### src/rtl/riscv_div_seq.sv
`default_nettype none
// ============================================================================
//  Module   : riscv_div_seq
//  Purpose  : Iterative restoring radix-2 divider (DIV/DIVU/REM/REMU) for the
//             RV32 execute stage, one quotient bit per cycle.
//  Revision : 1.0  initial release
// ============================================================================
module riscv_div_seq #(
   parameter int WIDTH = 32,
   parameter int CNT_W = $clog2(WIDTH)
) (
   input  logic             i_clk,
   input  logic             i_rstn,
   input  logic             i_start,
   input  logic [1:0]       i_op,
   input  logic [WIDTH-1:0] i_dividend,
   input  logic [WIDTH-1:0] i_divisor,
   input  logic             i_flush,
   output logic             o_busy,
   output logic             o_done,
   output logic [WIDTH-1:0] o_result
);

   typedef enum logic [1:0] {
      S_IDLE = 2'd0,
      S_BUSY = 2'd1,
      S_FIX  = 2'd2,
      S_DONE = 2'd3
   } state_t;

   localparam logic [WIDTH-1:0] c_min  = {1'b1, {(WIDTH-1){1'b0}}};
   localparam logic [CNT_W-1:0] c_last = CNT_W'(WIDTH-1);

   state_t             r_state;
   state_t             w_state_nxt;
   logic               w_accept;
   logic               w_busy;

   logic [CNT_W-1:0]   r_cnt;
   logic [WIDTH-1:0]   r_rem;
   logic [WIDTH-1:0]   r_quo;
   logic [WIDTH-1:0]   r_div;
   logic [1:0]         r_op;
   logic               r_neg_q;
   logic               r_neg_r;
   logic [WIDTH-1:0]   r_result;

   // Operand conditioning at accept time
   logic               w_signed;
   logic               w_a_neg;
   logic               w_b_neg;
   logic [WIDTH-1:0]   w_a_abs;
   logic [WIDTH-1:0]   w_b_abs;
   logic               w_div0;
   logic               w_ovf;
   logic               w_special;
   logic [WIDTH-1:0]   w_special_res;

   assign w_signed      = ~i_op[0];
   assign w_a_neg       = w_signed & i_dividend[WIDTH-1];
   assign w_b_neg       = w_signed & i_divisor[WIDTH-1];
   assign w_a_abs       = w_a_neg ? (~i_dividend + 1'b1) : i_dividend;
   assign w_b_abs       = w_b_neg ? (~i_divisor + 1'b1) : i_divisor;
   assign w_div0        = (i_divisor == '0);
   assign w_ovf         = w_signed & (i_dividend == c_min) & (i_divisor == '1);
   assign w_special     = w_div0 | w_ovf;
   assign w_special_res = w_div0 ? (i_op[1] ? i_dividend : '1)
                                 : (i_op[1] ? '0 : c_min);

   // One restoring step: the partial remainder gains the next dividend bit
   logic [WIDTH:0]     w_rem_sh;
   logic               w_ge;
   logic [WIDTH-1:0]   w_sub;

   assign w_rem_sh = {r_rem, r_quo[WIDTH-1]};
   assign w_ge     = (w_rem_sh >= {1'b0, r_div});
   assign w_sub    = w_rem_sh[WIDTH-1:0] - r_div;

   // Sign fix-up and result selection
   logic               w_fix_signed;
   logic [WIDTH-1:0]   w_q_fix;
   logic [WIDTH-1:0]   w_r_fix;
   logic [WIDTH-1:0]   w_fix_res;

   assign w_fix_signed = ~r_op[0];
   assign w_q_fix      = (w_fix_signed & r_neg_q) ? (~r_quo + 1'b1) : r_quo;
   assign w_r_fix      = (w_fix_signed & r_neg_r) ? (~r_rem + 1'b1) : r_rem;
   assign w_fix_res    = r_op[1] ? w_r_fix : w_q_fix;

   always_ff @(posedge i_clk or negedge i_rstn) begin
      if (!i_rstn) begin
         r_state <= S_IDLE;
      end else begin
         r_state <= w_state_nxt;
      end
   end

   always_comb begin
      w_state_nxt = r_state;
      w_accept    = 1'b0;
      w_busy      = 1'b0;
      case (r_state)
         S_IDLE: begin
            if (i_start && !i_flush) begin
               w_accept    = 1'b1;
               w_busy      = 1'b1;
               w_state_nxt = w_special ? S_DONE : S_BUSY;
            end
         end
         S_BUSY: begin
            w_busy = 1'b1;
            if (r_cnt == c_last) begin
               w_state_nxt = S_FIX;
            end
         end
         S_FIX: begin
            w_busy      = 1'b1;
            w_state_nxt = S_DONE;
         end
         S_DONE: begin
            w_state_nxt = S_IDLE;
         end
         default: begin
            w_state_nxt = S_IDLE;
         end
      endcase
      if (i_flush) begin
         w_state_nxt = S_IDLE;
      end
   end

   always_ff @(posedge i_clk or negedge i_rstn) begin
      if (!i_rstn) begin
         r_cnt    <= '0;
         r_rem    <= '0;
         r_quo    <= '0;
         r_div    <= '0;
         r_op     <= '0;
         r_neg_q  <= 1'b0;
         r_neg_r  <= 1'b0;
         r_result <= '0;
      end else if (w_accept) begin
         r_cnt   <= '0;
         r_rem   <= '0;
         r_quo   <= w_a_abs;
         r_div   <= w_b_abs;
         r_op    <= i_op;
         r_neg_q <= w_a_neg ^ w_b_neg;
         r_neg_r <= w_a_neg;
         if (w_special) begin
            r_result <= w_special_res;
         end
      end else if (!i_flush && r_state == S_BUSY) begin
         r_rem <= w_ge ? w_sub : w_rem_sh[WIDTH-1:0];
         r_quo <= {r_quo[WIDTH-2:0], w_ge};
         r_cnt <= r_cnt + 1'b1;
      end else if (!i_flush && r_state == S_FIX) begin
         r_result <= w_fix_res;
      end
   end

   // Gated by reset so a held i_start cannot request a stall during reset
   assign o_busy   = w_busy & i_rstn;
   assign o_done   = (r_state == S_DONE);
   assign o_result = r_result;

endmodule
`default_nettype wire

### config.mk
export PLATFORM = sky130hd
export DESIGN_NAME = riscv_div_seq
export DESIGN_NICKNAME = d
export VERILOG_FILES = /design/src/rtl/riscv_div_seq.sv
export SDC_FILE = /design/constraint.sdc
export NUM_CORES = 1
export LEC_CHECK = 0
export CORE_UTILIZATION = 25
export CTS_CLUSTER_DIAMETER = 40
export DETAILED_ROUTE_END_ITERATION = 16
export GPL_TIMING_DRIVEN = 0
export RECOVER_POWER = 25
export SYNTH_ARGS = -nofsm -noshare
export SYNTH_HDL_FRONTEND = slang
export SYNTH_SLANG_ARGS = --single-unit
### constraint.sdc
create_clock -name i_clk -period 4 [get_ports i_clk]
set_input_delay 0.6 -clock i_clk [delete_from_list [all_inputs] [get_ports i_clk]]
set_output_delay 0.6 -clock i_clk [all_outputs]
set_load 0.02 [all_outputs]
==> impl_metrics.toml, run 1 <==
[setup_path]
cpMaxStageDelayCell = "clkdlybuf4s50_1"
worstRegToRegCells = 13
startpoint_type = "flop"
reg2reg_to = "r_rem[17]"
worstPathCellList = "inv_1, ha_1, inv_1, nor3b_4, clkbuf_2, nor2_1, nor3b_1, clkdlybuf4s50_1"
reg2reg_slack_ns = 0.28
critPathLaunch = "r_state[0]"
critPathMostFrequentCell = "inv_1"
worstPathArrival_ns = 3.25
r2r-start = "r_rem[13]"
worst_path_dominant_cell_family = "buffers and inverters"
cp.required_ns = 3.40
critical_path_buf_inv_count = 4
cp_num_cells = 8
path_max_fanout = 10
max_stage_delay_ns = 0.65
worstSetupPathType = "flop to primary output"
endpoint_kind = "primary output"

[power_and_ir_drop]
clkPwrFrac_pct = 15.0
internal_power_mw = 5.778
switching_share_pct = 49.53
power_leakage_nw = 5.498
cellPowerDensity_nw_per_um2 = 851.6
pwr-share-comb_pct = 60.3
power_frac_seq_pct = 24.7
switchingPower_mw = 5.671
ir_drop_uv = 358.0
total_power_mw = 11.45

[route]
drtPass1Iterations = 6
drt_wl_total_mm = 39.47
num_vias = 11080
antenna_left = 0
drc = 0
drtIter0Drc = 1098
viasPerCell = 5.155
wl_per_cell_um = 18.36

[timing]
setup_ws_ns = 0.1462
setup_viol = 0
maxSlewHeadroom_pct = 43.49
drv_slew = 0
timing.hold.ws_ns = 0.1110
min_period_over_period_pct = 96.34
hold_violations = 0
fin_skew_ns = 0.01650
worstMarginPinSlew_ns = 0.8406
fin_crit_ns = 3.854
fmax_ghz = 0.2595
rsz0062_at_grt = "false"

[clock_network]
cts.sinks = 139
cts_tree = "built"
clkLatencyLatePin_ns = 0.46
cts-root-buf = "clkbuf_16"
clk_pin_slew_ns = 0.07
h-tree-depth = 4
clk_path_buf_depth = 2
cts_buffers = 17

[cells_and_area]
diodes = 0
fin_nets = 1666
layout-drive-gt1-share_pct = 4.026
instances_no_fill = 2150
syn2layout_area_growth_pct = 22.05
utilization_pct = 31.07

[yosys]
ys_types = 69
synth_top_area_share_pct = 31.58
synth_area_per_cell_sq_um = 7.708
synth_edf_count = 0
synth_ff_type = "dfrtp_1"
synth.area.top_cells = "dfrtp_1, nand2_1, xnor2_1, a21oi_1, xor2_1"
yosysWarnings = 0
ys_seq_area_share_pct = 31.58
synth_fp_nets = 1543
ys_ff_latch = 139
yosysMostFrequentCell = "nand2_1"
syn_area_sq_um = 11010
yosysTopAreaCell = "dfrtp_1"
netlist_top_cells_count = "nand2_1, nor2_1, dfrtp_1, a21oi_1, o21ai_0"
syn-instance-count = 1429
async_reset_ff_share_pct = 100.0

[placed_design]
dp_slack_ns = -0.3597
dp_hpwl_mm = 30.64
gp_congestion = 0.9279
port_buffers = 103
dpl.cell_count = 2118

[floorplanning]
initial_core_util_pct = 25.46
rows = 76
die_area_sq_um = 44900
fp.coreArea_sq_um = 43270
top_level_ports = 104
fp.dieH_um = 211.9
die_w_um = 211.9

[flow_run]
maxCapViolCount = 0

[global_route]
antenna_found_initial = 0
grt_max_degree = 86
grt_overflow = 0
grt_use_total_pct = 17.62
grt_first_pass_wirelength_mm = 60.75
grt_pass1_vias = 10660

[run_status]
status = "finished, final reports clean"

[hold_path]
holdCritPathClass = "input port to async pin"
==> cell type report <==
cell class                 count  area (sq um)
timing repair buffer         104          1060
buffer                        84         346.6
tap                          585         732.0
multi-input combinational   1142          6969
inverter                      64         240.2
sequential                   139          3478
clock inverter                15         191.4
fill                        4675         29820
clock buffer                  17         425.4
==> power groups by stage <==
stage | clock network (mW) | logic (mW) | registers, mW
final | 1.72 | 6.90 | 2.82
after detailed placement | 0 | 6.79 | 2.81
after global routing | 1.81 | 7.58 | 2.90
after CTS | 1.75 | 6.83 | 2.80
after floorplan | 0 | 4.73 | 2.71
after global placement | 0 | 6.68 | 2.79
==> per-stage QoR <==
step | TNS, ns | cell area, sq um
floorplan | 0 | 11010
finish | 0 | 13440
CTS | 0 | 13440
global placement | -508.24 | 12780
detailed placement | -9.319 | 12810
global route | 0 | 13440
==> cells in the final DEF, fill, tap and decap left out, drive strengths merged, types with 37 or more instances in the layout <==
cell type	netlist	final
nor3	37	37
dfrtp	139	139
xor2	67	67
clkbuf	69	86
o21ai	106	106
ha	43	43
inv	64	68
clkdlybuf4s50	0	102
nor2	154	154
a21oi	124	124
nand2	190	190
xnor2	81	81
==> sequential cells by signal, indices dropped and copies added (netlist names) <==
signal,count
r_cnt,5
o_result,32
r_quo,32
r_neg_q,1
r_op,2
r_div,32
r_rem,32
r_state,2
r_neg_r,1
==> kinds of logic (layout without fill, tap and decap cells) <==
logic type	Yosys count	after routing	synth area share, %
adder cells (fa/ha/maj)	44	44	5.066
flip-flops	139	139	31.58
XOR/XNOR	148	148	11.77
AO/OA/AOI/OAI	418	418	23.58
buffers and inverters	148	284	5.305
multiplexers	7	7	0.6362
AND/OR/NAND/NOR	525	525	22.06
==> layer usage <==
metal / part of all wire (%) / global-route usage, %
met5: 0 / 0
met4: 2.1 / 5.722
met3: 7.3 / 2.448
met2: 45 / 27.77
met1: 46 / 24.60
==> worst max-delay path by stage <==
stage | to
final | o_busy
after global routing | o_busy
after CTS | o_result[9]
after global placement | o_busy
after floorplan | r_rem[12]
after detailed placement | o_result[9]
==> worst register-to-register path, stage by stage, from the launching register on <==
cell and delay [ns]:
dfrtp_1 0.50, ha_1 0.34, clkbuf_1 0.20, a21o_1 0.22
a21oi_1 0.14, nor2b_1 0.06, a311oi_1 0.55, a21oi_1 0.14
a211oi_1 0.28, clkbuf_2 0.30, clkbuf_1 0.44, nor2_1 0.11
a211oi_1 0.22, nor3_1 0.08
==> timing repair <==
action	CTS	global route
resized for setup	2	3
pin swaps	0	1
endpoints found under the setup margin	1	38
setup buffers	0	0
hold buffers	0	0
No activity file was read; power rests on OpenSTA's default activity.
==> run 2: changes to the inputs <==
--- a/config.mk
+++ b/config.mk
@@ -9,6 +9,7 @@
 export CTS_CLUSTER_DIAMETER = 40
 export DETAILED_ROUTE_END_ITERATION = 16
 export GPL_TIMING_DRIVEN = 0
+export PLACE_DENSITY = 0.51
 export RECOVER_POWER = 25
 export SYNTH_ARGS = -nofsm -noshare
 export SYNTH_HDL_FRONTEND = slang
==> run 2 against run 1 <==
  * Flip-flop and latch count unchanged
  * Final cell count about the same
  * Critical path depth up 5
  * Sequential share of layout area about the same
  * Power down 1.0%
  * Hold slack worse by 0.0012 ns
  * Die area unchanged
  * Clock skew down 0.0038 ns
  * Critical path type is now flop to flop
  * Clock power down 4%
  * Largest cell class unchanged
  * First-iteration DRC count down 23%
  * Routed wire length up 0.81%
  * Combinational power down 0.6%
==> impl_metrics.toml, run 2 (synthesis results as in run 1) <==
[run_status]
status = "finished, final reports clean"

[timing]
hold_violations = 0
fin_tns_setup_ns = 0
fin_crit_ns = 3.802
maxSlewHeadroom_pct = 38.98
setup_viol = 0
fmax_ghz = 0.2630
fin_skew_ns = 0.01270
min_period_over_period_pct = 95.05
worstMarginPinSlew_ns = 0.9078
drv_slew = 0
rsz0062_at_grt = "false"

[floorplanning]
rows = 76
top_level_ports = 104
die_w_um = 211.9
fp.coreArea_sq_um = 43270
fp.dieH_um = 211.9
initial_core_util_pct = 25.46
die_area_sq_um = 44900

[power_and_ir_drop]
pwr-share-comb_pct = 60.6
ir_drop_uv = 261.9
power_frac_seq_pct = 24.9
power_leakage_nw = 5.478
switchingPower_mw = 5.613
cellPowerDensity_nw_per_um2 = 844.0
internal_power_mw = 5.719
clkPwrFrac_pct = 14.6
switching_share_pct = 49.53

[flow_run]
maxCapViolCount = 0

[setup_path]
reg2reg_to = "r_rem[30]"
worstSetupPathType = "flop to flop"
cp.required_ns = 4.34
endpoint_kind = "flop"
worstPathArrival_ns = 4.14
startpoint_type = "flop"
path_max_fanout = 4
reg2reg_slack_ns = 0.20
worstRegToRegCells = 13
r2r-start = "r_quo[31]"

[clock_network]
cts_buffers = 17
clk_pin_slew_ns = 0.07
cts-root-buf = "clkbuf_16"
cts.sinks = 139
clkLatencyLatePin_ns = 0.45
cts_resized = 0
cts_tree = "built"
clk_path_buf_depth = 2
h-tree-depth = 4
cts_setup_buffers = 0
ctsHoldBuffers = 0

[placed_design]
port_buffers = 103
dp_hpwl_mm = 30.96
gp_congestion = 0.9112
dpl.cell_count = 2119

[cells_and_area]
diodes = 0
fin_nets = 1667
layout-drive-gt1-share_pct = 4.087
syn2layout_area_growth_pct = 21.91
final_common_cell = "nand2_1"
layout_common_cells = "nand2_1, nor2_1, dfrtp_1"
instances_no_fill = 2151
fillerInstances = 4653
regArea_sq_um = 3478
multiInputGateArea_sq_um = 6969

[route]
drtIter0Drc = 847
drtPass1Iterations = 6
drc = 0
num_vias = 10790
wl_per_cell_um = 18.50
drt_wl_total_mm = 39.79
antenna_left = 0
viasPerCell = 5.018

[global_route]
grt_pass1_vias = 10630
grt_max_degree = 87
grt_use_total_pct = 18.01
grt_first_pass_wirelength_mm = 61.83
grt_overflow = 0
antenna_found_initial = 0

[hold_path]
holdCritPathClass = "input port to async pin"
==> run 2: critical path, cell delays in order (launching register included) <==
cell       delay [ns]
dfrtp_1          0.40
inv_1            0.23
ha_1             0.22
inv_1            0.06
fa_1             0.39
a21oi_1          0.21
o211ai_1         0.21
a221oi_1         0.64
o2111ai_1        0.24
a311oi_1         0.42
o32ai_1          0.15
a21oi_1          0.23
xnor2_1          0.12
a21o_1           0.18
==> run 2: through the flow <==
| step | hold slack [ns] | setup WS [ns] | util (%) | cell area (sq um) | total power, mW |
|---|---|---|---|---|---|
| 2_1_floorplan | 0.3044 | 0.9708 | - | 11010 | 7.433 |
| 3_3_place_gp | 0.4640 | -3.771 | 29.53 | 12780 | 9.518 |
| 3_5_place_dp | 0.4733 | -0.1241 | 29.65 | 12830 | 9.590 |
| 4_1_cts | 0.1497 | 0.02030 | 31.02 | 13420 | 11.28 |
| 5_1_grt | 0.1573 | 0.02261 | 31.04 | 13430 | 12.26 |
| 6_report | 0.1098 | 0.1979 | 31.04 | 13430 | 11.33 |
==> run 2: metal layers <==
| layer | vias to the layer above | GRT usage, % | wire length, um |
|---|---|---|---|
| li1 | 5299 | - | - |
| met1 | 5118 | 25.06 | 18730 |
| met2 | 336 | 28.84 | 18110 |
| met3 | 40 | 2.581 | 2248 |
| met4 | 0 | 4.948 | 702 |
| met5 | - | 0 | 0 |
==> run 2: worst max-delay path by stage <==
stage          slack (ns)           end  depth (start not counted)           start
3_3_place_gp        -3.77     r_div[25]                          1          i_rstn
2_1_floorplan        0.97     r_rem[12]                         11       r_rem[10]
4_1_cts              0.02     r_rem[17]                         12        r_rem[1]
5_1_grt              0.02      r_rem[8]                         12       r_rem[17]
6_report             0.20     r_rem[30]                         13       r_quo[31]
3_5_place_dp        -0.12  o_result[28]                         12  i_dividend[24]
==> run 2: cell type report <==
cell class / instances / share of cell area, %
buffer: 84 / 2.572
clock inverter: 15 / 1.239
sequential: 139 / 25.90
multi-input combinational: 1142 / 51.90
clock buffer: 17 / 3.168
timing repair buffer: 105 / 7.976
inverter: 64 / 1.789
tap: 585 / 5.451
==> run 2: power by group through the flow <==
stage / Sequential [mW] / Combinational (mW) / Clock, mW
floorplan: 2.71 / 4.73 / 0
global placement: 2.80 / 6.71 / 0
detailed placement: 2.82 / 6.77 / 0
CTS: 2.80 / 6.81 / 1.67
global route: 2.91 / 7.62 / 1.73
finish: 2.82 / 6.86 / 1.65
==> run 3: changes to the inputs <==
--- a/config.mk
+++ b/config.mk
@@ -8,7 +8,6 @@
 export CORE_UTILIZATION = 25
 export CTS_CLUSTER_DIAMETER = 40
 export DETAILED_ROUTE_END_ITERATION = 16
-export GPL_TIMING_DRIVEN = 0
 export PLACE_DENSITY = 0.51
 export RECOVER_POWER = 25
 export SYNTH_ARGS = -nofsm -noshare
==> run 3 against run 2 <==
  * The run now ends with capacitance limit, slew limit left
  * First-iteration DRC count down 20%
  * Sequential power about the same
  * Clock skew up 0.0039 ns
  * Critical path depth up 1
  * Power down 1.5%
  * Critical path type unchanged
==> impl_metrics.toml, run 3 (synthesis results as in run 1) <==
[global_route]
grt_max_degree = 78
antenna_found_initial = 0
grt_pass1_vias = 10220
grt_use_total_pct = 16.43
grt_overflow = 0
grt_first_pass_wirelength_mm = 57.64

[run_status]
status = "finished, violations left"
violations = "capacitance limit, slew limit"

[cells_and_area]
layout_common_cells = "nand2_1, nor2_1, dfrtp_1"
diodes = 0
final_common_cell = "nand2_1"
syn2layout_area_growth_pct = 21.62
post-route-cell-area_sq_um = 13400
layout-drive-gt1-share_pct = 6.049
fin_nets = 1624
utilization_pct = 30.96
instances_no_fill = 2106

[timing]
fin_skew_ns = 0.01664
hold_violations = 0
drv_slew = 112
worstMarginPinSlew_ns = 2.265
min_period_over_period_pct = 87.51
timing.hold.ws_ns = 0.06354
fin_crit_ns = 3.500
setup_viol = 0
rsz0062_at_grt = "false"
fmax_ghz = 0.2857
maxSlewHeadroom_pct = -51.02
fin_tns_setup_ns = 0
setup_ws_ns = 0.4997

[route]
drt_wl_total_mm = 36.20
drtPass1Iterations = 5
drc = 0
viasPerCell = 5.013
wl_per_cell_um = 17.19
drtIter0Drc = 677
antenna_left = 0
num_vias = 10560

[floorplanning]
fp.coreArea_sq_um = 43270
fp.dieH_um = 211.9
rows = 76
die_w_um = 211.9
initial_core_util_pct = 25.46
die_area_sq_um = 44900
top_level_ports = 104

[clock_network]
cts_buffers = 17
cts_resized = 0
cts_setup_buffers = 0
clk_path_buf_depth = 2
clk_pin_slew_ns = 0.06
clkLatencyLatePin_ns = 0.43
cts-root-buf = "clkbuf_16"
cts_tree = "built"
h-tree-depth = 4
ctsHoldBuffers = 0
cts.sinks = 139

[power_and_ir_drop]
total_power_mw = 11.16
ir_drop_uv = 415.6
cellPowerDensity_nw_per_um2 = 833.0
power_leakage_nw = 5.560

[placed_design]
dp_hpwl_mm = 27.93
port_buffers = 103
dpl.cell_count = 2076
gp_congestion = 0.8985
placed_area_sq_um = 12820
dp_slack_ns = 0.1551

[setup_path]
startpoint_type = "flop"
worstSetupPathType = "flop to flop"
worstPathArrival_ns = 3.82
endpoint_kind = "flop"
path_max_fanout = 4
cp.required_ns = 4.32

[flow_run]
maxCapViolCount = 2

[hold_path]
holdCritPathClass = "input port to async pin"
[run 3: per-layer routing]
layer	global-route usage, %	share of wire [%]
met4	3.923	1.3
met3	2.314	5.4
met5	0	0
met2	25.05	43
met1	24.14	50
[run 3: area by class of cell]
class                      instances  area, sq um
fill                            4682        29870
multi-input combinational       1142         6980
sequential                       139         3478
timing repair buffer             146         1386
tap                              585        732.0
clock buffer                      23        488.0
inverter                          64        240.2
clock inverter                     7        90.09
[run 3: worst max-delay path, cell delays in order, from the launching register on]
cell and delay [ns]:
dfrtp_1 0.39, inv_1 0.20, ha_1 0.21, inv_1 0.05
fa_1 0.40, a21oi_1 0.24, o211ai_1 0.16, a221oi_1 0.33
buf_4 0.19, o2111ai_1 0.16, a311oi_1 0.44, o32ai_1 0.15
a21oi_1 0.20, xnor2_1 0.08, a21o_1 0.17
[run 3: path summary, 6_finish.rpt]
check,cells after the start,startpoint,slack (ns),to
max,14,r_quo[31],0.50,r_rem[30]
min,1,i_rstn,0.06,o_result[10]
max reg2reg,14,r_quo[31],0.50,r_rem[30]
min reg2reg,2,r_div[24],0.48,r_div[24]
max in group asynchronous,2,i_rstn,1.50,r_quo[27]
min in group i_clk,2,r_div[24],0.48,r_div[24]
[run 3: power by group]
group / internal, mW / switching, mW
combinational: 2.83 / 3.90
sequential: 2.04 / 0.806
clock: 0.974 / 0.608
